==> src/rtl/periodic_test_harness.sv <==
// periodic_test_harness
//   Issues a one-cycle start pulse every sampled period, hands latched
//   operands to NUM_CH downstream units, collects one result per channel
//   within TIMEOUT cycles and exposes the captures through a registered
//   readout port together with freshness, timeout and missing-channel status.
//
// Ports
//   clk_in, rst_in     clock, asynchronous active-high reset
//   enable_in          run periodic transactions while high
//   period_in          cycles between start pulses (0 behaves as 1)
//   op_a_in, op_b_in   operands, latched on start
//   res_valid_in       per-channel result-valid pulses
//   res_data_in        packed results, channel i at [i*WIDTH +: WIDTH]
//   sel_in             readout channel select
//   clr_in             clears timeout_out / missing_out
//   start_out          one-cycle start pulse
//   op_a_out, op_b_out operands held from the last start
//   rd_data_out        registered capture of channel sel_in
//   rd_fresh_out       selected channel captured in last completed transaction
//   busy_out           transaction in flight (ISSUE or WAIT)
//   timeout_out        sticky timeout flag
//   missing_out        channels absent in the latest timed-out transaction
//   run_count_out      completed transactions, saturating
module periodic_test_harness #(
  parameter int WIDTH    = 32,
  parameter int NUM_CH   = 4,
  parameter int PERIOD_W = 14,
  parameter int TIMEOUT  = 64
) (
  input  logic                      clk_in,
  input  logic                      rst_in,
  input  logic                      enable_in,
  input  logic [PERIOD_W-1:0]       period_in,
  input  logic [WIDTH-1:0]          op_a_in,
  input  logic [WIDTH-1:0]          op_b_in,
  input  logic [NUM_CH-1:0]         res_valid_in,
  input  logic [NUM_CH*WIDTH-1:0]   res_data_in,
  input  logic [$clog2(NUM_CH)-1:0] sel_in,
  input  logic                      clr_in,
  output logic                      start_out,
  output logic [WIDTH-1:0]          op_a_out,
  output logic [WIDTH-1:0]          op_b_out,
  output logic [WIDTH-1:0]          rd_data_out,
  output logic                      rd_fresh_out,
  output logic                      busy_out,
  output logic                      timeout_out,
  output logic [NUM_CH-1:0]         missing_out,
  output logic [15:0]               run_count_out
);

  localparam int WAIT_W = $clog2(TIMEOUT + 1);

  typedef enum logic [1:0] {S_IDLE, S_COUNT, S_ISSUE, S_WAIT} state_e;

  state_e              state_q, state_d;
  logic [PERIOD_W-1:0] period_q;
  logic [PERIOD_W-1:0] cnt_q, cnt_d;
  logic [WAIT_W-1:0]   wait_q, wait_d;
  logic                load_period;
  logic [NUM_CH-1:0]   got_q, got_nxt;
  logic [NUM_CH-1:0]   fresh_q;
  logic [NUM_CH-1:0]   missing_q;
  logic [WIDTH-1:0]    cap_q [NUM_CH];
  logic [WIDTH-1:0]    op_a_q, op_b_q;
  logic [WIDTH-1:0]    rd_data_q;
  logic                rd_fresh_q;
  logic                timeout_q;
  logic [15:0]         run_q;
  logic                in_wait, done_ok, done_to;

  // Completion is judged on the mask including this cycle's arrivals, so a
  // last result landing on the final wait cycle still counts as success.
  assign in_wait = (state_q == S_WAIT);
  assign got_nxt = got_q | res_valid_in;
  assign done_ok = in_wait && (&got_nxt);
  assign done_to = in_wait && !(&got_nxt) && (wait_q == WAIT_W'(TIMEOUT - 1));

  always_comb begin
    // NOTE: every signal written here gets a default first, so no path can
    // leave one unassigned and infer a latch.
    state_d     = state_q;
    cnt_d       = cnt_q;
    wait_d      = wait_q;
    load_period = 1'b0;
    unique case (state_q)
      S_IDLE: begin
        if (enable_in) begin
          state_d     = S_COUNT;
          cnt_d       = '0;
          load_period = 1'b1;
        end
      end
      S_COUNT: begin
        if (!enable_in) begin
          state_d = S_IDLE;
        end else if (cnt_q == period_q - PERIOD_W'(1)) begin
          state_d = S_ISSUE;
        end else begin
          cnt_d = cnt_q + PERIOD_W'(1);
        end
      end
      S_ISSUE: begin
        state_d = S_WAIT;
        wait_d  = '0;
      end
      S_WAIT: begin
        // Dropping enable never aborts an in-flight transaction; it only
        // decides where we go once the transaction completes.
        if (done_ok || done_to) begin
          if (enable_in) begin
            state_d     = S_COUNT;
            cnt_d       = '0;
            load_period = 1'b1;
          end else begin
            state_d = S_IDLE;
          end
        end else begin
          wait_d = wait_q + WAIT_W'(1);
        end
      end
      default: state_d = S_IDLE;
    endcase
  end

  // NOTE: sequential state uses non-blocking (<=) so every register samples
  // the pre-edge values regardless of statement order.
  always_ff @(posedge clk_in or posedge rst_in) begin
    if (rst_in) begin
      state_q   <= S_IDLE;
      period_q  <= PERIOD_W'(1);
      cnt_q     <= '0;
      wait_q    <= '0;
      got_q     <= '0;
      fresh_q   <= '0;
      missing_q <= '0;
      timeout_q <= 1'b0;
      run_q     <= '0;
      op_a_q    <= '0;
      op_b_q    <= '0;
    end else begin
      state_q <= state_d;
      cnt_q   <= cnt_d;
      wait_q  <= wait_d;
      if (load_period) begin
        period_q <= (period_in == '0) ? PERIOD_W'(1) : period_in;
      end
      if (state_q == S_ISSUE) begin
        op_a_q <= op_a_in;
        op_b_q <= op_b_in;
        got_q  <= '0;
      end else if (in_wait) begin
        got_q <= got_nxt;
      end
      if (done_ok) begin
        fresh_q <= '1;
      end else if (done_to) begin
        fresh_q <= got_nxt;
      end
      if ((done_ok || done_to) && (run_q != 16'hFFFF)) begin
        run_q <= run_q + 16'd1;
      end
      // Clear first, then a same-cycle timeout overrides it.
      if (clr_in) begin
        timeout_q <= 1'b0;
        missing_q <= '0;
      end
      if (done_to) begin
        timeout_q <= 1'b1;
        missing_q <= ~got_nxt;
      end
    end
  end

  // NOTE: the capture bank is reset even though it is storage, because its
  // contents are directly observable on rd_data_out after reset.
  always_ff @(posedge clk_in or posedge rst_in) begin
    if (rst_in) begin
      for (int i = 0; i < NUM_CH; i++) cap_q[i] <= '0;
    end else if (in_wait) begin
      // First pulse per channel wins; repeats within a transaction are dropped.
      for (int i = 0; i < NUM_CH; i++) begin
        if (res_valid_in[i] && !got_q[i]) cap_q[i] <= res_data_in[i*WIDTH +: WIDTH];
      end
    end
  end

  // Registered readout; out-of-range selects (non power-of-two NUM_CH) read 0.
  always_ff @(posedge clk_in or posedge rst_in) begin
    if (rst_in) begin
      rd_data_q  <= '0;
      rd_fresh_q <= 1'b0;
    end else if (32'(sel_in) < NUM_CH) begin
      rd_data_q  <= cap_q[sel_in];
      rd_fresh_q <= fresh_q[sel_in];
    end else begin
      rd_data_q  <= '0;
      rd_fresh_q <= 1'b0;
    end
  end

  assign start_out     = (state_q == S_ISSUE);
  assign busy_out      = (state_q == S_ISSUE) || in_wait;
  assign op_a_out      = op_a_q;
  assign op_b_out      = op_b_q;
  assign rd_data_out   = rd_data_q;
  assign rd_fresh_out  = rd_fresh_q;
  assign timeout_out   = timeout_q;
  assign missing_out   = missing_q;
  assign run_count_out = run_q;

endmodule

==> config.mk <==
export PLATFORM = sky130hd
export DESIGN_NAME = periodic_test_harness
export DESIGN_NICKNAME = d
export VERILOG_FILES = /design/src/rtl/periodic_test_harness.sv
export SDC_FILE = /design/constraint.sdc
export NUM_CORES = 1
export LEC_CHECK = 0
export CORE_ASPECT_RATIO = 0.8
export CORE_MARGIN = 1
export CORE_UTILIZATION = 46
export DETAILED_ROUTE_END_ITERATION = 16
export PLACE_DENSITY = 0.84
export RECOVER_POWER = 50
export SYNTH_ARGS = -nofsm -noshare
export SYNTH_HDL_FRONTEND = slang
export SYNTH_SLANG_ARGS = --single-unit
==> constraint.sdc <==
create_clock -name clk_in -period 34.9 [get_ports clk_in]
set_input_delay 10.47 -clock clk_in [delete_from_list [all_inputs] [get_ports clk_in]]
set_output_delay 10.47 -clock clk_in [all_outputs]
set_load 0.01 [all_outputs]
**Word-level counts from Yosys, hierarchy flattened**

Cells that the tools add are included.

- $add $sub $neg: 4
- Multipliers: 0
- Divide/modulo/power cells: 0
- $lt $le $gt $ge: 2
- Equality and inequality tests: 12
- Shifts and indexed selects: 0
- Mux-type cells: 30
- Bitwise operators: 3
- Reductions and logical operators: 29

Operators by type and width:

| operator | count |
|---|---|
| two-way mux 14 bit | 5 |
| binary-select mux 32 bit (select 2 bit) | 1 |
| two-way mux 32 bit | 2 |
| one-hot mux 14 bit (3 select lines) | 1 |
| two-way mux 4 bit | 6 |
| adder 16 x 1 -> 16 bit (second input constant) | 1 |
| inequality test 16 bit (second input constant) | 1 |
| adder 14 x 1 -> 14 bit (second input constant) | 1 |
| equality test 14 bit | 1 |
| zero test 14 bit | 1 |
| one-hot mux 7 bit (2 select lines) | 1 |
| subtractor 14 x 1 -> 14 bit (second input constant) | 1 |
| AND reduction 2 bit | 5 |
| logical AND 1 bit | 8 |
| two-way mux 2 bit | 4 |
| inequality test 2 bit (second input constant) | 4 |
| one-hot mux 2 bit (4 select lines) | 1 |
| AND reduction 4 bit | 2 |
| adder 7 x 1 -> 7 bit (second input constant) | 1 |
| equality test 7 x 6 -> 1 bit (second input constant) | 1 |
| two-way mux 7 bit | 1 |
| two-way mux 1 bit | 6 |
| nonzero test 2 bit | 3 |
| zero test 1 bit | 5 |
| other kinds (15) | 17 |

- Flip-flop bits (word level): 291
- Latch bits: 0
- Bits in writable memories: 0
- Memory bits (read-only): 0
- Logic and storage cells: 97
- Memories kept: 0

**Longest topological paths before layout**

- Word-level depth: 8
- Mapped depth: 10
- Gate-level depth less buffers: 9

**Worst setup path after synthesis**

Ideal clock, no wire load.

- Path kind: input -> register
- Start: in res_valid_in[1]
- End: reg period_q[13]
- Data arrival time: 12148 ps
- Data required time: 34775 ps
- Path slack: 22627 ps
- Cell stages on the path: 8
- Path buffers: 3
- Path through: o22ai_1 > o22ai_1 > and2_1 > clkbuf_1 > o211a_1 > clkbuf_1 > buf_1 > mux2_2

- Cells in the longest elaborated chain, start to end: 8
- Elaborated cells on any way between the ends: 9

Ends and longest elaborated chain:

| what | line | text |
|---|---|---|
| start: declaration | 36 | `input logic [NUM_CH-1:0] res_valid_in,` |
| OR 4 bit * | 74 | `assign got_nxt = got_q \| res_valid_in;` |
| AND reduction 4 bit * | 75, 76 |  |
| zero test 1 bit | 76 | `assign done_to = in_wait && !(&got_nxt) && (wait_q == WAIT_W'(TIMEOUT - 1));` |
| logical AND 1 bit (2 in series) | 76 |  |
| logical OR 1 bit * | 109 | `if (done_ok \|\| done_to) begin` |
| two-way mux 1 bit * | 109 |  |
| one-hot mux 1 bit (2 select lines) * | 85 | `unique case (state_q)` |
| end signal: assignment | 145 | `period_q <= (period_in == '0) ? PERIOD_W'(1) : period_in;` |
| end: declaration | 56 | `logic [PERIOD_W-1:0] period_q;` |

Mark *: on every way between the ends. The rest lies on a longest branch, timed or not.
A chain may end at the register's enable or synchronous reset.

==> results.md <==
GRT:
- The first global-routing pass estimated 49400 um of wire.
- The total global-route track usage is 23.0%.
- Entering global routing, the biggest net connects 142 pins.
- The number of global-route vias before repair was 9054.
- The met2 usage in global routing is 38.6%.
- For met3 alone, demand over resource in global routing was 6.08%.
- The number of antenna violations at the first check in global routing was 3.
- The global routing's busiest layer is met2.
- The final global-route overflow total is 0.
- Global routing used 28.8% of the available met1 tracks.

Clocking:
- The clock tree from TritonCTS is done.
- The source-to-sink clock delay at the later pin of the worst-skew pair is 0.57 ns.
- The total number of clock tree sinks is 291.
- The buffer depth of the longest clock path is 3.
- The post-cts hold buffer count is 0.
- Buffers inserted during clock tree synthesis total 30.
- Gates resized during post-CTS repair numbered 0.
- The cell chosen for the clock root is sky130_fd_sc_hd__clkbuf_16.
- Buffers added to address setup during post-CTS repair amount to 0.
- The number of H-tree levels is 1.
- After clock tree synthesis, the clock-pin slew on the worst setup and hold paths is 0.06 ns.

Logic synthesis:
- The cell area that synthesis handed to floorplanning was 12500 um2.
- The part of the Yosys area used for sequential elements is 58.5%.
- After synthesis, the netlist uses 61 different library cells.
- During synthesis, Yosys emitted a total of 0 warnings.
- The synthesized area per cell is 14.2 um2.
- Sorting the synthesized cells by area gives the leading types as sky130_fd_sc_hd__dfrtp_1, sky130_fd_sc_hd__mux2_2, sky130_fd_sc_hd__mux4_2.
- In this run the biggest area consumer among cell types represents 58.3% of the synthesized area.
- The cell taking the most area after synthesis is sky130_fd_sc_hd__dfrtp_1.
- The number of nets produced by synthesis is 1100.
- Among all cell types in the netlist, the one instantiated most often is sky130_fd_sc_hd__dfrtp_1.
- Among all flip-flop cells after synthesis, the most frequent one is sky130_fd_sc_hd__dfrtp_1.
- Counting every instance in the synthesized netlist gives 875.
- Counting flops and latches in the post-synthesis netlist gives 291.
- After synthesis, the most frequently instantiated cells are sky130_fd_sc_hd__dfrtp_1, sky130_fd_sc_hd__mux2_2, sky130_fd_sc_hd__nand2_1, sky130_fd_sc_hd__nor2_1, sky130_fd_sc_hd__mux4_2.
- The number of flops mapped to enable cells by yosys is 0.
- The fraction of synthesis flops using an asynchronous set or reset pin is 100%.

Critical path:
- The depth of the most critical reg-to-reg path is 9.
- STA puts the critical path data required time at 35.46 ns.
- The critical path data arrival time is 15.69 ns.
- The largest single stage delay on the critical path is 3.38 ns.
- Along the worst path, the maximum fanout reaches 141.
- The critical path is of the in2async type.
- Traced cell by cell, the critical path runs through dlygate4sd3_1 -> clkinvlp_2 -> buf_4.
- The slowest library cell on the worst path is sky130_fd_sc_hd__clkinvlp_2.
- The launching element type of the critical path is a primary input.
- The critical path capture point type is an asynchronous set/reset pin.

Power:
- The combinational fraction of design power is 25.4%.
- The reported net switching power is 307 uW.
- The sequential share of power is 42.4%.
- The total leakage power is 7.84 nW.
- The clock network is responsible for 32.2% of the overall power.
- The switching share of power is 27.2%.
- In this run the power density over the cells is 65.3 nW/um2.
- The completed layout was analyzed and its total power is 1.13 mW.
- The worst voltage drop across the vdd grid is 59.0 uV.
- The internal power of the cells totals 820 uW.

Run status:
- The flow ran to the end, but the final reports show violations.
- The final reports fail on max-capacitance violations, max-slew violations.

Detailed routing:
- In this run the remaining antenna-violating nets after routing total 0.
- Dividing the detail-routed wire length by the instance count gives 19.9 um.
- In the routed design, unresolved DRC markers number 0.
- The detailed router's first-iteration violation count is 406.
- The post-detailed-routing wire length is 31700 um.
- The total number of vias is 8580.
- The first-pass detailed-route iteration total is 5.
- The vias per cell is 5.39.

Die:
- Once the floorplan was initialized, standard cells occupied 47.1% of the core.
- The number of cell rows is 53.
- During I/O placement, the number of pins put on the boundary was 336.
- From bottom edge to top edge, the die measures 149 um.
- The x dimension of the die is 186 um.
- The die covers 27700 um2.
- The area of the placeable core is 26500 um2.

Finish:
- The total non-filler cell area in the finished layout is 17300 um2.
- The net count of the finished layout is 1433.
- The total of fill cells in the finished design is 1887.
- The share of post-route cells with drive strength above 1 is 25.3%.
- The footprint of the flip-flops and latches is 7280 um2.
- Once layout is complete, the utilization of the core stands at 65.3%.
- The layout overhead on the synthesized area is 38.7%.
- The area occupied by multi-input gates is 4940 um2.
- After the flow finishes, the layout carries non-filler instances totaling 1591.

STA:
- The setup TNS after final layout is 0 ns.
- The number of failing hold endpoints at the final stage was 0.
- The relative slew slack is -313%.
- The tightest hold path in the finished design has a slack of 0.483 ns.
- Counting I/O delays and the setup requirement, the final critical path takes 15.13 ns.
- Based on the critical path, the design can be clocked at up to 66.1 MHz.
- Setup repair after global routing left no endpoint under its margin.
- The number of failing setup endpoints in the final timing report is 0.
- The worst path meets setup with 19.77 ns of slack.
- The share of the clock period used by the worst path is 43.4%.
- The final-report max-slew violation count is 254.
- The setup clock skew after layout is 0.0258 ns.
- The slew of the pin with the lowest slew margin is 6.15 ns.

Placed design:
- Buffers placed on the I/O ports in this run total 335.
- The post-placement setup slack is 21.66 ns.
- The congestion estimate from routability-driven global placement came to 0.823.
- Counting tap cells, the placed design contains a total of 1533 instances.
- Detailed placement ended at an HPWL of 22100 um.
- The total cell area at the placement stage is 16100 um2.

Flow run:
- The max-capacitance violation count is 5.

Min path:
- The min-delay analysis places its worst path in the category reg2reg.
- Along the worst hold path, the cell count comes to 2.
==> path summary, 6_finish.rpt <==
check	startpoint	end	slack [ns]
hold / removal	fresh_q[0]	fresh_q[0]	0.48
setup reg to reg	period_q[1]	cnt_q[6]	31.39
max in group clk_in	state_q[0]	busy_out	21.60
setup / recovery	rst_in	run_count_out[9]	19.77
min in group asynchronous	rst_in	cap_q[27]	12.26
hold reg to reg	fresh_q[0]	fresh_q[0]	0.48
==> flip-flops by register name (all words and copies together), names as in the netlist, 4 cells and up, named ones only <==
name	flops
period_q	14
missing_out	4
rd_data_out	32
fresh_q	4
run_count_out	16
got_q	4
cnt_q	14
op_a_out	32
wait_q	7
cap_q	128
op_b_out	32
==> final cells by class <==
type,instances,share of cell area [%]
Antenna cell,2,0.0290
Clock buffer,36,4.71
Clock inverter,20,1.88
Inverter,15,0.333
Multi-Input combinational cell,527,28.6
Sequential cell,291,42.2
Tap cell,357,2.59
Timing Repair Buffer,343,19.6
==> cells by family (layout without fill, tap and decap cells) <==
logic type | count (synthesis) | count (layout) | synth area share (%)
other | 0 | 2 | 0
AOI/OAI and AO/OA | 87 | 87 | 5.13
DFF | 291 | 291 | 58.5
xor gates and xnor gates | 26 | 26 | 1.83
buffers and inverters | 57 | 414 | 1.82
and+or+nand+nor | 165 | 165 | 7.14
adders and majority gates | 9 | 9 | 0.904
muxes | 240 | 240 | 24.7
==> worst max-delay path, delay by kind of cell <==
kind	cells	cell delay (ns)
buf+inv	3	5.07
==> routing by layer <==
layer | vias to the layer above | wire (um) | part of all wire (%)
li1 | 3886 | - | -
met4 | 0 | 1060 | 3.3
met1 | 4304 | 12600 | 40
met2 | 331 | 15800 | 50
met5 | - | 0 | 0
met3 | 59 | 2260 | 7.1
==> power by group through the flow <==
stage | combinational [mW] | sequential (mW) | clock, mW
5_1_grt | 0.308 | 0.489 | 0.383
4_1_cts | 0.291 | 0.478 | 0.370
3_3_place_gp | 0.280 | 0.477 | 0
6_report | 0.286 | 0.478 | 0.363
3_5_place_dp | 0.288 | 0.481 | 0
2_1_floorplan | 0.144 | 0.482 | 0
==> layout by cell type (no fill, tap or decap), drive strengths merged, types with 7 or more instances in the layout <==
master	n
dfrtp	290
clkbuf	40
xnor2	15
dlygate4sd3	69
nor2	36
ha	9
o211ai	8
nor4	8
a21oi	15
or4	10
inv	15
mux4	33
nand2	38
or3	10
mux2	206
nand3	15
o21ai	29
xor2	11
bufinv	8
clkinv	10
nor3	9
nand3b	7
clkdlybuf4s50	264
Power figures use the tool's default switching activity.
